<file path="src/rtl/r2fft_dma_reader.sv">
// DMA readout sequencer for the FFT core: walks the frame's addresses once per done_i,
// re-times the returned samples through a credit-controlled FIFO onto a valid/ready stream.
module r2fft_dma_reader #(
  parameter int FFT_LENGTH = 1024,
  parameter int FFT_DW     = 16,
  parameter int RD_LAT     = 4,
  parameter int FIFO_DEPTH = 8,
  parameter int BITREV     = 0,
  localparam int FFT_N     = $clog2(FFT_LENGTH)
) (
  input  logic              clk,
  input  logic              rst_n,
  input  logic              done_i,
  input  logic [7:0]        bfpexp_i,
  output logic              dmaact_o,
  output logic [FFT_N-1:0]  dmaa_o,
  input  logic [FFT_DW-1:0] dmadr_real_i,
  input  logic [FFT_DW-1:0] dmadr_imag_i,
  output logic              m_valid_o,
  input  logic              m_ready_i,
  output logic [FFT_DW-1:0] m_real_o,
  output logic [FFT_DW-1:0] m_imag_o,
  output logic              m_last_o,
  output logic [7:0]        m_exp_o,
  output logic              busy_o,
  output logic              overrun_o
);

  // Stream handshake: a beat transfers on a rising edge where m_valid_o & m_ready_i;
  // m_valid_o never depends on m_ready_i and the beat is held stable until taken.

  localparam int AW = $clog2(FIFO_DEPTH);
  localparam int CW = AW + 1;

  typedef enum logic [1:0] {IDLE, READ, DRAIN} state_t;

  state_t state, state_nxt;

  logic [FFT_N-1:0]    cnt;
  logic [FFT_N-1:0]    out_cnt;
  logic [CW-1:0]       outstanding;
  logic [CW-1:0]       fifo_count;
  logic [CW-1:0]       fifo_count_nxt;
  logic [RD_LAT-1:0]   lat_sr;
  logic [AW-1:0]       wr_ptr;
  logic [AW-1:0]       rd_ptr;
  logic [AW-1:0]       rd_ptr_nxt;
  logic [2*FFT_DW-1:0] mem [FIFO_DEPTH];
  logic                push;
  logic                pop;
  logic                bypass;
  logic                issue;
  logic                credit_ok;

  function automatic logic [FFT_N-1:0] bit_rev(input logic [FFT_N-1:0] v);
    logic [FFT_N-1:0] r;
    for (int i = 0; i < FFT_N; i++) r[i] = v[FFT_N-1-i];
    return r;
  endfunction

  assign pop            = m_valid_o & m_ready_i;
  assign push           = lat_sr[RD_LAT-1];
  assign m_valid_o      = (fifo_count != '0);
  assign m_last_o       = m_valid_o & (out_cnt == FFT_N'(FFT_LENGTH - 1));
  assign busy_o         = (state != IDLE);
  // outstanding = FIFO occupancy + reads still in flight, so credit is DEPTH - outstanding
  assign credit_ok      = (outstanding < CW'(FIFO_DEPTH));
  assign rd_ptr_nxt     = rd_ptr + AW'(pop);
  assign fifo_count_nxt = fifo_count + CW'(push) - CW'(pop);
  // the entry being written becomes the head when nothing older survives this edge
  assign bypass         = push & (fifo_count == CW'(pop));

  always_comb begin
    state_nxt = state;
    issue     = 1'b0;
    case (state)
      IDLE: begin
        if (done_i) state_nxt = READ;
      end
      READ: begin
        if (credit_ok) begin
          issue = 1'b1;
          if (cnt == FFT_N'(FFT_LENGTH - 1)) state_nxt = DRAIN;
        end
      end
      DRAIN: begin
        if (pop & m_last_o) state_nxt = IDLE;
      end
      default: state_nxt = IDLE;
    endcase
  end

  always_ff @(posedge clk) begin
    if (push) mem[wr_ptr] <= {dmadr_real_i, dmadr_imag_i};
  end

  always_ff @(posedge clk) begin
    if (!rst_n) begin
      state       <= IDLE;
      cnt         <= '0;
      out_cnt     <= '0;
      outstanding <= '0;
      fifo_count  <= '0;
      lat_sr      <= '0;
      wr_ptr      <= '0;
      rd_ptr      <= '0;
      dmaact_o    <= 1'b0;
      dmaa_o      <= '0;
      m_real_o    <= '0;
      m_imag_o    <= '0;
      m_exp_o     <= '0;
      overrun_o   <= 1'b0;
    end else begin
      state     <= state_nxt;
      overrun_o <= done_i & busy_o;
      if (state == IDLE && done_i) begin
        m_exp_o <= bfpexp_i;
        cnt     <= '0;
      end
      dmaact_o <= issue;
      if (issue) begin
        dmaa_o <= (BITREV != 0) ? bit_rev(cnt) : cnt;
        cnt    <= cnt + 1'b1;
      end
      lat_sr[0] <= dmaact_o;
      for (int i = 1; i < RD_LAT; i++) lat_sr[i] <= lat_sr[i-1];
      outstanding <= outstanding + CW'(issue) - CW'(pop);
      fifo_count  <= fifo_count_nxt;
      if (push) wr_ptr <= wr_ptr + 1'b1;
      rd_ptr <= rd_ptr_nxt;
      if (fifo_count_nxt != '0) begin
        if (bypass) begin
          m_real_o <= dmadr_real_i;
          m_imag_o <= dmadr_imag_i;
        end else begin
          {m_real_o, m_imag_o} <= mem[rd_ptr_nxt];
        end
      end
      if (pop) out_cnt <= (out_cnt == FFT_N'(FFT_LENGTH - 1)) ? '0 : out_cnt + 1'b1;
    end
  end

  always_ff @(posedge clk) begin
    if (rst_n) assert (!(push && !pop && fifo_count == CW'(FIFO_DEPTH)));
  end

endmodule

</file>
<file path="config.mk">
export PLATFORM = sky130hd
export DESIGN_NAME = r2fft_dma_reader
export DESIGN_NICKNAME = d
export VERILOG_FILES = /design/src/rtl/r2fft_dma_reader.sv
export SDC_FILE = /design/constraint.sdc
export NUM_CORES = 1
export LEC_CHECK = 0
export CORE_MARGIN = 2
export CORE_UTILIZATION = 53
export DETAILED_ROUTE_END_ITERATION = 12
export PLACE_DENSITY = 0.79
export SYNTH_ARGS = -nofsm -noshare
export SYNTH_HDL_FRONTEND = slang
export SYNTH_SLANG_ARGS = --single-unit
</file>
<file path="constraint.sdc">
create_clock -name clk -period 3.1 [get_ports clk]
set_clock_uncertainty 0.15 [all_clocks]
set_input_delay 0.31 -clock clk [delete_from_list [all_inputs] [get_ports clk]]
set_output_delay 0.31 -clock clk [all_outputs]
set_load 0.005 [all_outputs]
</file>
==> results.ini <==
[place]
dp_cells = 1483
io_buffers = 98
dp.final_hpwl_mm = 17.5
placed_area_sq_um = 15400
gp_congestion = 0.777
pre_cts_slack_ps = -207

[timing]
setup_slack_ps = 24.0
rsz0062_at_grt = yes
setup_violations = 0
fmax_mhz = 325
worst_slew_pin_slew_ps = 628
slew_violations = 0
final_hold_viol_count = 0
fin_crit_sh = 0.992
fin_crit_ps = 3080
slew_headroom = 0.580

[pwr]
p_leak_nw = 5.80
peakVddDrop_v = 0.000487
power_density_nw_per_um2 = 799

[logic_synthesis]
synth_top_family_by_area = simple AND/OR/NAND/NOR gates
async_flop_share = 0
ys_dominant_reg_cell = edfxtp_1
synth_cell_type_count = 51
ys_ff_latch = 348
synth_mux_area_frac = 0.0531
synth_compound_area_frac = 0.0815
synthAdderAreaFrac = 0.0129
synth_cells = 1074
synthXorXnorAreaFrac = 0.00955
netlist_area_sq_um = 13800
seq_area_frac_synth = 0.692
syn_nets = 1131
syn_area_per_cell_sq_um = 12.8
synth_warnings = 0
yosys.area_share.simple = 0.117
synth-edff-count = 256

[die]
die_h_um = 165
core_area_sq_um = 25300
fp-row-count = 58
start_util = 0.543
die_x_um = 165
dieArea_sq_um = 27300
io_pins = 99

[status]
status = completed

[worst_setup_path]
slowest_delay_ps = 540
worst-path-max-fanout = 8
endpoint_kind = register
required_ps = 3320
crit_arrival_ps = 3300
path_class = reg -> reg
cp_cell_sequence = inv_2, ha_4, nor3b_4, inv_2, and2_4, nand2b_4, nand2_4, ha_4, inv_2, fa_2, nand2b_1, o41a_1, buf_6, clkbuf_16, o21ai_4, o32ai_2
crit_path_top_delay_cell = fa_2
start_kind = register
cpMostUsedCell = inv_2

[cts]
clk_latency_ps = 520
ctsHoldBuffers = 0
htree_levels = 2
cts_buffers = 36
clockBufferDepth = 3
clockRootBuffer = clkbuf_16
tritoncts = built
clkSlewWorstSetupHoldPaths_ps = 60
cts.sinks = 348

[detailed_routing]
detail_route.iter0.violations = 945
num_vias = 9106
ant_nets = 0
drt-pass1-iter-count = 5
drc = 0
wl_mm = 32.2
avgRoutedWirePerCell_um = 20.7
vias_per_cell = 5.85

[global_routing]
grt_pass1_vias = 9173
grt_pass1_wl_mm = 49.1
grtUsageTotal = 0.236
antenna_found_initial = 1
grt_overflow = 0
grt_max_degree = 59

[final_layout]
antenna_cells = 0
fin_nets = 1258
layout_commonest_cell = edfxtp_1
fin_area_sq_um = 17000
final_cells = 1557
layout-drive-gt1-share = 0.183
area_growth_syn_to_layout_pct = 23.3
mostFrequentLayoutCells = 256 x edfxtp_1, 185 x nand2_1, 98 x clkdlybuf4s50_1
utilization = 0.670

[hold_path]
hp-class = in -> reg

[run]
drv_cap = 0

synth_stat cells (all sizes together) (32+ instances only):
library cell | n | share of area
dfxtp | 92 | 0.13
edfxtp | 256 | 0.56
o22ai | 32 | 0.015
o21ai | 40 | 0.015
a21oi | 55 | 0.020
mux2 | 64 | 0.052
nand3 | 72 | 0.026
nand2 | 188 | 0.051
inv | 44 | 0.012
clkbuf | 39 | 0.011
o32ai | 32 | 0.020
logic make-up (layout without fill, tap and decap cells):
family | Yosys count | in the layout
simple gates | 351 | 351
flops | 348 | 348
compound gates | 179 | 179
buf+inv | 103 | 256
mux | 65 | 65
xor+xnor | 15 | 15
fa+ha+maj | 13 | 13
power breakdown:
group          switching, mW  total (mW)  internal (mW)  leakage, nW
Combinational           2.11        4.12           2.01         2.22
Clock                   1.69        3.99           2.29        0.528
Sequential             0.194        5.45           5.25         3.06
critical path: cells and delay by family (launching register included):
kind            cells  cell delay (ps)
buf+inv             5              530
fa+ha+maj           3              830
simple gates        5              550
flops               1              330
compound gates      3              530
per-layer routing:
layer  wire length, um  up-vias  global-route usage
met5                12        -                   0
met4              1060        2              0.0897
met3              2620       78              0.0584
met2             15900      379               0.406
met1             12600     4475               0.288
li1                  -     4172                   -
sequential cells by signal, summed over array words and instances (netlist names):
name,cells
mem,256
m_imag_o,16
m_real_o,16
cnt,10
dmaa_o,10
out_cnt,10
m_exp_o,8
fifo_count,4
lat_sr,4
outstanding,4
rd_ptr,3
wr_ptr,3
state,2
dmaact_o,1
overrun_o,1
area by class of cell:
class / instances / area (sq um)
clock buffers: 47 / 973
clock inverters: 17 / 103
fillers: 1747 / 8370
inverters: 45 / 169
multi-input cells: 623 / 4220
flip-flops and latches: 348 / 9530
well taps: 330 / 413
repair buffers: 147 / 1550
stage by stage:
step           hold slack [ps]  total power [mW]  TNS, ps
2_1_floorplan              259              7.71        0
3_3_place_gp               263              8.81        0
3_5_place_dp               269              8.93    -3990
4_1_cts                    188              13.1    -19.0
5_1_grt                    212              14.1     -715
6_report                   206              13.6        0
what timing repair did:
item | CTS | global route
resized for setup | 22 | 80
setup endpoints to repair | 32 | 32
cloned | 2 | 1
pin swaps | 6 | 20
hold endpoints to repair | 0 | 0
buffers inserted | 5 | 2
final timing paths:
kind            startpoint     endpoint  slack, ps  cells past startpoint
max          fifo_count[2]  m_imag_o[6]         20                     16
min reg2reg      lat_sr[0]    lat_sr[1]        280                      1
min            bfpexp_i[6]   m_exp_o[6]        210                      3
max reg2reg  fifo_count[2]  m_imag_o[6]         20                     16
No activity file was read; power rests on OpenSTA's default activity.
